<file path="src/rtl/mackerel_bus_master.sv">
// 68000-style bus initiator for the Mackerel bus: one AS/DS cycle per command, DTACK-terminated.
// Optional build macro BUS_TIMEOUT_EN adds a WAIT/RELEASE watchdog of TIMEOUT_CYCLES cycles.
module mackerel_bus_master #(
  parameter int         TIMEOUT_CYCLES = 64,
  parameter logic [2:0] FC_VALUE       = 3'b101
) (
  input  logic        CLK,
  input  logic        RST,
  input  logic        CMD_VALID,
  output logic        CMD_READY,
  input  logic        CMD_WR,
  input  logic        CMD_WORD,
  input  logic [23:0] CMD_ADDR,
  input  logic [15:0] CMD_WDATA,
  output logic        RSP_VALID,
  output logic [15:0] RSP_RDATA,
  output logic        RSP_ERR,
  output logic [22:0] ADDR,
  output logic [2:0]  FC,
  output logic        AS,
  output logic        UDS,
  output logic        LDS,
  output logic        RW,
  output logic [15:0] DATA_OUT,
  output logic        DATA_OE,
  input  logic [15:0] DATA_IN,
  input  logic        DTACK
);

  typedef enum logic [2:0] {
    S_IDLE    = 3'd0,
    S_ADDR    = 3'd1,
    S_STROBE  = 3'd2,
    S_WAIT    = 3'd3,
    S_RELEASE = 3'd4
  } state_t;

  state_t      state, state_nxt;
  logic        dtk_p0, dtk_s;
  logic [1:0]  lane;
  logic        accept, addr_err, do_start, do_aerr, do_ack, do_tmo, tmo_hit;

  // {upper, lower} strobe enables for a given access
  function automatic logic [1:0] lane_of(input logic word, input logic a0);
    if (word) return 2'b11;
    return a0 ? 2'b01 : 2'b10;
  endfunction

  function automatic logic [15:0] wr_data(input logic word, input logic a0, input logic [15:0] d);
    if (word) return d;
    return a0 ? {d[7:0], d[7:0]} : {d[15:8], d[15:8]};
  endfunction

  function automatic logic [15:0] rd_mask(input logic [1:0] ln, input logic [15:0] d);
    return d & {{8{ln[1]}}, {8{ln[0]}}};
  endfunction

  assign CMD_READY = (state == S_IDLE);
  assign accept    = CMD_VALID && CMD_READY;
  assign addr_err  = CMD_WORD && CMD_ADDR[0];
  assign do_start  = accept && !addr_err;
  assign do_aerr   = accept && addr_err;
  assign do_ack    = (state == S_WAIT) && !dtk_s;
  assign do_tmo    = (state == S_WAIT) && dtk_s && tmo_hit;

  // DTACK synchronizer stage p0 -> s
  always_ff @(posedge CLK) begin
    if (!RST) begin
      dtk_p0 <= 1'b1;
      dtk_s  <= 1'b1;
    end else begin
      dtk_p0 <= DTACK;
      dtk_s  <= dtk_p0;
    end
  end

`ifdef BUS_TIMEOUT_EN
  localparam int CNT_W = $clog2(TIMEOUT_CYCLES + 1);
  logic [CNT_W-1:0] tmo_cnt;

  assign tmo_hit = (tmo_cnt == CNT_W'(TIMEOUT_CYCLES - 1));

  always_ff @(posedge CLK) begin
    if (!RST || (state_nxt != state))
      tmo_cnt <= '0;
    else if ((state == S_WAIT) || (state == S_RELEASE))
      tmo_cnt <= tmo_cnt + 1'b1;
  end
`else
  // Watchdog absent: never true for any legal TIMEOUT_CYCLES
  assign tmo_hit = (TIMEOUT_CYCLES < 0);
`endif

  always_ff @(posedge CLK) begin
    if (!RST) state <= S_IDLE;
    else      state <= state_nxt;
  end

  always_comb begin
    state_nxt = state;
    case (state)
      S_IDLE:    if (do_start) state_nxt = S_ADDR;
      S_ADDR:    state_nxt = S_STROBE;
      S_STROBE:  state_nxt = S_WAIT;
      S_WAIT: begin
        if (!dtk_s)       state_nxt = S_RELEASE;
        else if (tmo_hit) state_nxt = S_IDLE;
      end
      S_RELEASE: if (dtk_s || tmo_hit) state_nxt = S_IDLE;
      default:   state_nxt = S_IDLE;
    endcase
  end

  // Bus strobes and response registers; strobes released at any reset edge
  always_ff @(posedge CLK) begin
    if (!RST) begin
      AS        <= 1'b1;
      UDS       <= 1'b1;
      LDS       <= 1'b1;
      RW        <= 1'b1;
      DATA_OE   <= 1'b0;
      RSP_VALID <= 1'b0;
      RSP_ERR   <= 1'b0;
      RSP_RDATA <= '0;
      ADDR      <= '0;
      FC        <= '0;
      lane      <= '0;
    end else begin
      RSP_VALID <= 1'b0;
      RSP_ERR   <= 1'b0;
      if (do_start) begin
        ADDR    <= CMD_ADDR[23:1];
        RW      <= ~CMD_WR;
        FC      <= FC_VALUE;
        lane    <= lane_of(CMD_WORD, CMD_ADDR[0]);
        DATA_OE <= CMD_WR;
      end
      if (do_aerr) begin
        RSP_VALID <= 1'b1;
        RSP_ERR   <= 1'b1;
        RSP_RDATA <= '0;
      end
      if (state == S_ADDR) begin
        AS <= 1'b0;
        if (RW) {UDS, LDS} <= ~lane;
      end
      if ((state == S_STROBE) && !RW) {UDS, LDS} <= ~lane;
      if (do_ack || do_tmo) begin
        AS        <= 1'b1;
        UDS       <= 1'b1;
        LDS       <= 1'b1;
        DATA_OE   <= 1'b0;
        RSP_VALID <= 1'b1;
        RSP_ERR   <= do_tmo;
      end
      if (do_ack && RW) RSP_RDATA <= rd_mask(lane, DATA_IN);
      if (do_tmo)       RSP_RDATA <= '0;
    end
  end

  always_ff @(posedge CLK) begin
    if (do_start) DATA_OUT <= wr_data(CMD_WORD, CMD_ADDR[0], CMD_WDATA);
  end

endmodule

</file>
<file path="config.mk">
export PLATFORM = sky130hd
export DESIGN_NAME = mackerel_bus_master
export DESIGN_NICKNAME = d
export VERILOG_FILES = /design/src/rtl/mackerel_bus_master.sv
export SDC_FILE = /design/constraint.sdc
export NUM_CORES = 1
export LEC_CHECK = 0
export CELL_PAD_IN_SITES_DETAIL_PLACEMENT = 1
export CELL_PAD_IN_SITES_GLOBAL_PLACEMENT = 1
export CORE_MARGIN = 2
export CORE_UTILIZATION = 35
export CTS_BUF_LIST = sky130_fd_sc_hd__clkbuf_4 sky130_fd_sc_hd__clkbuf_8
export CTS_CLUSTER_DIAMETER = 50
export DETAILED_ROUTE_END_ITERATION = 12
export PLACE_DENSITY_LB_ADDON = 0.1
export SLEW_MARGIN = 20
export SYNTH_ARGS = -nofsm -noshare
export SYNTH_HDL_FRONTEND = slang
export SYNTH_SLANG_ARGS = --single-unit
</file>
<file path="constraint.sdc">
create_clock -name CLK -period 5.5 [get_ports CLK]
set_input_delay 0.55 -clock CLK [delete_from_list [all_inputs] [get_ports CLK]]
set_output_delay 0.55 -clock CLK [all_outputs]
set_load 0.005 [all_outputs]
</file>
==> impl_metrics.ini, run 1 <==
[timing]
fin_skew_ps = 4.567
relSlewSlack_pct = 32.31
fmax_ghz = 0.4401
rsz0062_at_grt = no
slew_viol_final = 0
setup_viol = 0
post-route-period-util_pct = 41.31
totalNegativeSetupSlack_ps = 0
finalHoldViolCount = 0
min_period_ps = 2272
tightestPinTransition_ps = 1015
layout_setup_ws_ps = 3228

[final_layout]
nNetsFinal = 472
drive_gt1_share_pct = 9.398
nFillCells = 935
regArea_um2 = 1562
areaGrowthSynthToFinish_pct = 48.42
final_cell_count_no_fill = 520
n_antenna_cell = 0
multi_input_area_um2 = 1299

[cts]
cts_setup_buffers = 0
root_buffer = clkbuf_8
cts_tree = yes
cts_resized = 0
clk_pin_slew_ps = 70
h-tree-depth = 3
cts-hold-fix-buffers = 0
clkLatencyLatePin_ps = 340
cts_buffers = 9
cts.sinks = 70
clk_path_buf_depth = 2

[synth]
yosys-top-cells-area = dfxtp_1 36%, edfxtp_1 16%, nand3_1 6.6%, mux2_2 5.9%, a21boi_0 4.9%
yosysUniqueCellTypes = 42
synth_fp_nets = 361
synth_edf_count = 16
async_flop_share_pct = 0
synth_top_cell_by_area = dfxtp_1
synth_common_cells = 54 x dfxtp_1, 40 x nand3_1, 26 x o21ai_0
synth-seq-cells = 70
yosys_warnings = 0
synth_top_area_share_pct = 35.57
syn_area_per_cell_um2 = 10.16
synth.most_common_cell = dfxtp_1
ys_seq_area_share_pct = 51.38
synth_area_um2 = 3039
syn_inst = 299
ys.flop_type = dfxtp_1

[critical_path]
cpPeakStageDelay_ps = 890
worstPathArrival_ps = 2480
worstSetupStartpointType = primary input
crit_slowest_cell = or4b_1
critPathBufInv = 1
critical_path.top_delay_family = simple AND/OR/NAND/NOR gates
cp-end-kind = register
cp_max_fo = 28
worst_ep_required_time_ps = 5710
crit_type = in -> reg
path_cells = clkdlybuf4s50_1, or4b_1, nor2_8, o31ai_1

[power_and_ir_drop]
seqPwrFrac_pct = 45.6
cellPowerDensity_nw_per_um2 = 282.1
p_switching_w = 0.0002973
internal_power_w = 0.0009751
comb_power_share_pct = 15.7
p_leak_nw = 1.645
clockPowerShare_pct = 38.7
irDropWorstVdd_v = 0.0002175
switching_share_pct = 23.37

[drt]
drc = 0
first_pass_iters = 4
drt_wl_total_mm = 8.636
wire_per_inst_um = 16.61
num_vias = 2659
ant_nets = 0
drt-vias-per-instance = 5.113
drtIter0Drc = 75

[global_route]
antenna_found_initial = 0
grt_pass1_vias = 2736
grt_usage_pct = 18.27
grt_max_degree = 68
grt_pass1_wl_mm = 14.12
grt_overflow = 0

[place]
gp_congestion = 0.7106
io_buffers = 126
dpl_worst_slack_ps = 2878
placed_cells = 504
hpwl_mm = 5.808

[die]
die_x_um = 97.19
start_util_pct = 36.62
die_h_um = 97.19
io_pins = 128
core_area_um2 = 8299
rows = 33
dieArea_um2 = 9445

[run_status]
status = finished clean

[worst_hold_path]
hold_path.class = reg -> reg

[flow_run]
drv_cap = 0
layout make-up:
class,instances,share of cell area [%]
timing repair buffer,128,28.18
clock buffer,9,2.746
inverter,3,0.2497
sequential,70,34.62
clock inverter,7,2.497
tap,105,2.913
multi-input combinational,198,28.79
state kept, by name, indices dropped and copies added, names as in the netlist:
name       count
ADDR          23
DATA_OUT      16
RSP_RDATA     16
state          3
lane           2
AS             1
DATA_OE        1
FC             1
LDS            1
RSP_ERR        1
RSP_VALID      1
RW             1
UDS            1
dtk_p0         1
dtk_s          1
cells by family (layout without fill, tap and decap cells):
logic type,after synthesis,count (layout),synth area share [%]
AND/OR/NAND/NOR,100,100,19.10
flip-flops,70,70,51.38
other,1,1,0.1234
AO/OA/AOI/OAI,80,80,17.25
buffers and inverters,31,147,5.887
multiplexers,17,17,6.258
metrics by stage:
stage	utilization [%]	power, W	hold WS, ps	area [um2]
CTS	54.35	0.001287	423.2	4511
floorplan	-	0.0006739	386.3	3039
global route	54.35	0.001332	436.5	4511
detailed placement	51.50	0.0007927	405.3	4274
global placement	51.50	0.0007893	391.4	4274
finish	54.35	0.001272	420.7	4511
power groups by stage:
stage                     Sequential, W  Clock, W  Combinational, W
after floorplan                0.000586         0         0.0000880
after global placement         0.000591         0          0.000199
after detailed placement       0.000591         0          0.000201
after CTS                      0.000580  0.000504          0.000203
after global routing           0.000584  0.000530          0.000218
final                          0.000580  0.000493          0.000200
cell usage in the layout, fill, tap and decap left out, drive strengths merged, types with 2 or more instances in the layout:
master,synthesis,final
nand2b,7,7
clkinv,0,3
and2,2,2
nand3,40,40
bufinv,0,3
o31ai,16,16
a21boi,24,24
nor3,2,2
nor2,2,2
buf,13,3
inv,3,3
dfxtp,54,54
nand2,19,19
a21oi,5,5
o21ai,27,27
clkbuf,15,9
clkdlybuf4s50,0,125
nor2b,2,2
o21a,2,2
nor3b,3,3
and3,16,16
a21o,2,2
edfxtp,16,16
mux2,16,16
routing by layer:
layer,up-vias,routed length (um),GRT usage (%)
met5,-,0,0
met4,0,73,3.359
met3,7,582,6.691
met2,88,4109,30.61
met1,1268,3871,22.80
li1,1296,-,-
final timing paths:
path / to / from / cells past startpoint / slack, ps
setup reg to reg: RSP_RDATA[14]$_SDFFE_PN0P_ / state[1]$_SDFFE_PN0P_ / 3 / 3360
hold reg to reg: dtk_s$_SDFF_PN1_ / dtk_p0$_SDFF_PN1_ / 1 / 420
setup / recovery: RSP_RDATA[14]$_SDFFE_PN0P_ / CMD_VALID / 4 / 3230
hold / removal: dtk_s$_SDFF_PN1_ / dtk_p0$_SDFF_PN1_ / 1 / 420
Note: power is estimated with default switching activity, not from simulation.
==> run 2, diff against run 1 <==
--- a/config.mk
+++ b/config.mk
@@ -8,7 +8,7 @@
 export CELL_PAD_IN_SITES_DETAIL_PLACEMENT = 1
 export CELL_PAD_IN_SITES_GLOBAL_PLACEMENT = 1
 export CORE_MARGIN = 2
-export CORE_UTILIZATION = 35
+export CORE_UTILIZATION = 32
 export CTS_BUF_LIST = sky130_fd_sc_hd__clkbuf_4 sky130_fd_sc_hd__clkbuf_8
 export CTS_CLUSTER_DIAMETER = 50
 export DETAILED_ROUTE_END_ITERATION = 12
==> constraint.sdc (replaced) <==
create_clock -name CLK -period 2.2 [get_ports CLK]
set_input_delay 0.22 -clock CLK [delete_from_list [all_inputs] [get_ports CLK]]
set_output_delay 0.22 -clock CLK [all_outputs]
set_load 0.005 [all_outputs]
==> run 2 against run 1 <==
Effect of this change: flip-flop and latch count stayed put; critical path depth stayed put; sequential power is 150% higher; clock power grew to 2.6 times the previous value; die area is 9.0% higher; cell area is 2.3% higher; register-to-register slack worse by 3000 ps; global-route usage is 1.3 points lower; worst setup slack worse by 2800 ps; count of clock-buffer cells in the layout is 3 higher; via count is 3.3% higher; combinational power grew to 2.6 times the previous value.
==> impl_metrics.ini, run 2 (same netlist as run 1, synthesis figures left out) <==
[run_status]
status = finished clean

[final_layout]
final_common_cell = clkdlybuf4s50_1
largest_reg_flops = 23
areaGrowthSynthToFinish_pct = 51.79
drive_gt1_share_pct = 11.32
nFillCells = 1030
nNetsFinal = 481
n_antenna_cell = 0
final_cell_count_no_fill = 553
top_register = ADDR
layout_common_cells = 125 x clkdlybuf4s50_1, 54 x dfxtp_1, 40 x nand3_1
reg_top3 = ADDR x23, DATA_OUT x16, RSP_RDATA x16

[timing]
min_period_ps = 1807
tightestPinTransition_ps = 583.4
rsz0062_at_grt = no
totalNegativeSetupSlack_ps = 0
setup_viol = 0
finalHoldViolCount = 0
slew_viol_final = 0
post-route-period-util_pct = 82.13
fmax_ghz = 0.5535
fin_skew_ps = 10.57
relSlewSlack_pct = 61.11

[power_and_ir_drop]
p_leak_nw = 1.695
comb_power_share_pct = 16.0
switching_share_pct = 22.73
internal_power_w = 0.002495
irDropWorstVdd_v = 0.0003173
p_switching_w = 0.0007339
clockPowerShare_pct = 39.1
seqPwrFrac_pct = 45.0
cellPowerDensity_nw_per_um2 = 700.0

[global_route]
antenna_found_initial = 0
grt_usage_pct = 16.97
grt_max_degree = 38
grt_overflow = 0
grt_pass1_wl_mm = 13.79
grt_pass1_vias = 2749

[drt]
drc = 0
routed.top_layer = met4
wl_met3_um = 412
met1Wirelength_mm = 4.005
num_vias = 2747
drtIter0Drc = 49
wire_per_inst_um = 15.93
wl_met2_mm = 4.298
drt_wl_total_mm = 8.810
drt-vias-per-instance = 4.967
first_pass_iters = 4
ant_nets = 0

[critical_path]
cp_max_fo = 14
path_cells = or4b_1, buf_4, o21ai_0, a21boi_0
worstPathArrival_ps = 2020
crit_slowest_cell = or4b_1
cp-end-kind = register
worstSetupStartpointType = register
r2r_cells = 4
crit_type = reg -> reg
worst_ep_required_time_ps = 2420
cpPeakStageDelay_ps = 720

[die]
core_area_um2 = 9240
start_util_pct = 32.89
io_pins = 128
die_x_um = 101.5
dieArea_um2 = 10290
rows = 35
die_h_um = 101.5

[cts]
cts_buffers = 9
root_buffer = clkbuf_8
cts.sinks = 70
cts_tree = yes
cts_resized = 0
clk_path_buf_depth = 2
clk_pin_slew_ps = 80
cts_setup_buffers = 0
cts-hold-fix-buffers = 0
clkLatencyLatePin_ps = 330
h-tree-depth = 3

[place]
placed_cells = 537
gp_congestion = 0.7187
hpwl_mm = 6.090
io_buffers = 126

[flow_run]
drv_cap = 0

[worst_hold_path]
hold_path.class = in -> reg
worstHoldPathCells = 2
==> run 2: changes by cell type in the layout (fill, tap and decap cells not counted) <==
cell	before	now
clkbuf_4	0	3
and2_0	0	1
clkinv_2	3	1
and2_1	1	0
clkinvlp_4	1	0
buf_4	2	11
==> run 2: through the flow <==
step | util, % | setup slack, ps | hold slack (ps) | total power (W) | cell area, um2
final | 49.93 | 393.2 | 417.1 | 0.003229 | 4613
after global routing | 49.93 | 262.6 | 423.9 | 0.003371 | 4613
after CTS | 49.93 | 384.4 | 391.4 | 0.003271 | 4613
after detailed placement | 47.31 | 205.6 | 424.2 | 0.002004 | 4372
after global placement | 47.31 | 297.8 | 396.4 | 0.001991 | 4372
after floorplan | - | 419.1 | 321.5 | 0.001685 | 3039
==> run 2: power by group through the flow <==
stage                     Combinational (W)  Clock [W]  Sequential (W)
after global placement             0.000512          0         0.00148
after detailed placement           0.000523          0         0.00148
after global routing               0.000563    0.00135         0.00146
after CTS                          0.000525    0.00129         0.00145
after floorplan                    0.000220          0         0.00146
final                              0.000516    0.00126         0.00145
==> run 2: critical path, delay by kind of cell (launching register included) <==
kind / cells / cell delay, ps
compound gates: 2 / 290
flops: 1 / 430
buf+inv: 1 / 250
simple gates: 1 / 720
==> run 2: layout make-up <==
type / count / area (um2) / share of cell area [%]
Sequential cell: 70 / 1562 / 33.85
Tap cell: 129 / 161.4 / 3.499
Clock inverter: 4 / 95.09 / 2.061
Clock buffer: 12 / 146.4 / 3.173
Multi-Input combinational cell: 198 / 1299 / 28.15
Inverter: 3 / 11.26 / 0.2441
Timing Repair Buffer: 137 / 1339 / 29.02
==> run 2: metal layers <==
| layer | track usage [%] | vias up |
|---|---|---|
| met4 | 5.613 | 0 |
| met5 | 0 | - |
| met2 | 28.73 | 76 |
| met3 | 3.382 | 7 |
| li1 | - | 1328 |
| met1 | 21.70 | 1336 |
==> run 2: worst paths after layout <==
check,slack [ps],end,start
setup / recovery,390,ADDR[1]$_SDFFE_PN0P_,state[1]$_SDFFE_PN0P_
hold / removal,420,RSP_VALID$_SDFF_PN0_,RST
hold reg to reg,430,dtk_s$_SDFF_PN1_,dtk_p0$_SDFF_PN1_
setup reg to reg,390,ADDR[1]$_SDFFE_PN0P_,state[1]$_SDFFE_PN0P_
==> edit (flow settings as in run 1) <==
The option `BUS_TIMEOUT_EN` is turned on by a define.
--- a/src/rtl/mackerel_bus_master.sv
+++ b/src/rtl/mackerel_bus_master.sv
@@ -1,4 +1,6 @@
 // 68000-style bus initiator for the Mackerel bus: one AS/DS cycle per command, DTACK-terminated.
 // Optional build macro BUS_TIMEOUT_EN adds a WAIT/RELEASE watchdog of TIMEOUT_CYCLES cycles.
+`define BUS_TIMEOUT_EN
+
 module mackerel_bus_master #(
   parameter int         TIMEOUT_CYCLES = 64,
Check against the original RTL: same outputs for any inputs over 10 cycles, from zero or initial values and one cycle with RST low; that may be too few to reach the edited logic, so the function may still have changed.
==> edit against run 1 <==
Sequential cell count increased by 7. Cell area increased by 3.8%. Wire length decreased by 3.1%. Clock power decreased by 13%. Largest power group unchanged. Area after synthesis increased by 5.0%. Power decreased by 2.4%. Critical path depth increased by 2. Die area increased by 4.8%. Setup slack got worse by 0.12 ns. Critical endpoint is now ADDR[5]$_SDFFE_PN0P_. Critical path type unchanged.
==> edit: results (changes against run 1) <==
number of setup buffers added after CTS=0 (unchanged); fill cell count=966 (was 935); share of cells above drive strength 1=11.7% (was 9.40%); Synth top cells by count=61 x dfxtp_1, 56 x nand2_1, 19 x a21boi_1, 19 x nor2_1 (was 54 x dfxtp_1, 40 x nand3_1, 26 x o21ai_0); Max Root-Sink Buffers=2 (unchanged); status=finished clean (unchanged); sw power=0.313 mW (was 0.297 mW); Hold WC Path Type=reg -> reg (unchanged); Pleak=1.66 nW (was 1.65 nW); post-CTS resize count=0 (unchanged); routability-driven placement congestion ratio=0.747 (was 0.711); maximum vdd drop=0.159 mV (was 0.218 mV); Worst Tran Pin Value=0.819 ns (was 1.02 ns); CP Max Fanout=41 (was 28); number of global-route vias before repair=2,886 (was 2,736); Place WS=2.73 ns (was 2.88 ns); synthesized net count=363 (was 361); Detail Placement HPWL=5.98 mm (was 5.81 mm); post-route clock skew=0.00917 ns (was 0.00457 ns); drt total wl=8.37 mm (was 8.64 mm); largest net degree at the start of global routing=42 (was 68); via count=2,634 (was 2,659); NumNets Final=484 (was 472); Post-Synthesis Cell Area=0.00319 mm² (was 0.00304 mm²); Synth area leaders=dfxtp_1 38%, edfxtp_1 15%, nand2_1 6.6%, mux2_2 5.6%, a21boi_1 4.5% (was dfxtp_1 36%, edfxtp_1 16%, nand3_1 6.6%, mux2_2 5.9%, a21boi_0 4.9%); first-pass GRT wire length=13.7 mm (was 14.1 mm); Yosys cell types=54 (was 42); share of flip-flops with an asynchronous set or reset=0% (unchanged); DR iter-0 viols=73 (was 75); crit path DAT=2.66 ns (was 2.48 ns); register area share after synthesis=53.3% (was 51.4%); Total GRT Usage=17.5% (was 18.3%)
## edit: cell types whose count changed in the layout (fill, tap and decap cells not counted), moves of 15 or more
cell	delta
a21boi_1	+15
a22oi_1	+16
nand2_1	+37
nand3_1	-39
nor2_1	+18
o21ai_0	-22
o31ai_1	-15
## edit: worst paths after layout
kind / cells past startpoint / startpoint / endpoint / slack (ns)
min: 1 / dtk_p0$_SDFF_PN1_ / dtk_s$_SDFF_PN1_ / 0.42
max: 6 / CMD_WORD / ADDR[5]$_SDFFE_PN0P_ / 3.10
min reg2reg: 1 / dtk_p0$_SDFF_PN1_ / dtk_s$_SDFF_PN1_ / 0.42
max reg2reg: 5 / state[0]$_SDFF_PN0_ / ADDR[5]$_SDFFE_PN0P_ / 3.34
## edit: critical path, stage by stage
cell             delay (ns)
clkdlybuf4s50_1        0.50
a21boi_0               0.47
nand2_4                0.29
clkinv_2               0.51
nand2_1                0.12
a21boi_0               0.18
## edit: metrics by stage
stage / cell area (µm²) / cells
after global placement: 4480 / 518
after detailed placement: 4480 / 518
after floorplan: 3190 / 300
after global routing: 4680 / 534
after CTS: 4680 / 534
final: 4680 / 534
## edit: power groups by stage
stage / clock network [mW] / logic (mW) / registers [mW]
2_1_floorplan: 0 / 0.0823 / 0.635
3_3_place_gp: 0 / 0.186 / 0.639
3_5_place_dp: 0 / 0.189 / 0.640
4_1_cts: 0.442 / 0.191 / 0.627
5_1_grt: 0.466 / 0.205 / 0.631
6_report: 0.428 / 0.188 / 0.627
## edit: cells by family after synthesis
family | count (synthesis) | synth area share [%]
and+or+nand+nor | 107 | 16.9
DFF | 77 | 53.3
AOI/OAI and AO/OA | 68 | 16.8
buffers and inverters | 21 | 4.08
muxes | 19 | 6.74
xor gates and xnor gates | 6 | 1.65
adders and majority gates | 1 | 0.392
other | 1 | 0.117
## edit: metal layers
metal	track usage [%]	routed length, µm	vias to the layer above	share of wire, %
met2	30.6	4200	73	50
met1	19.6	3400	1260	41
met4	4.95	146	0	1.7
met5	0	0	-	0
li1	-	-	1288	-
met3	7.45	626	13	7.5
## edit: cell type report
type                            instances  area share [%]
Clock buffer                            9            2.65
Clock inverter                          7            1.63
Inverter                                4           0.347
Multi-Input combinational cell        202            29.0
Sequential cell                        77            36.3
Tap cell                              108            2.89
Timing Repair Buffer                  127            27.1
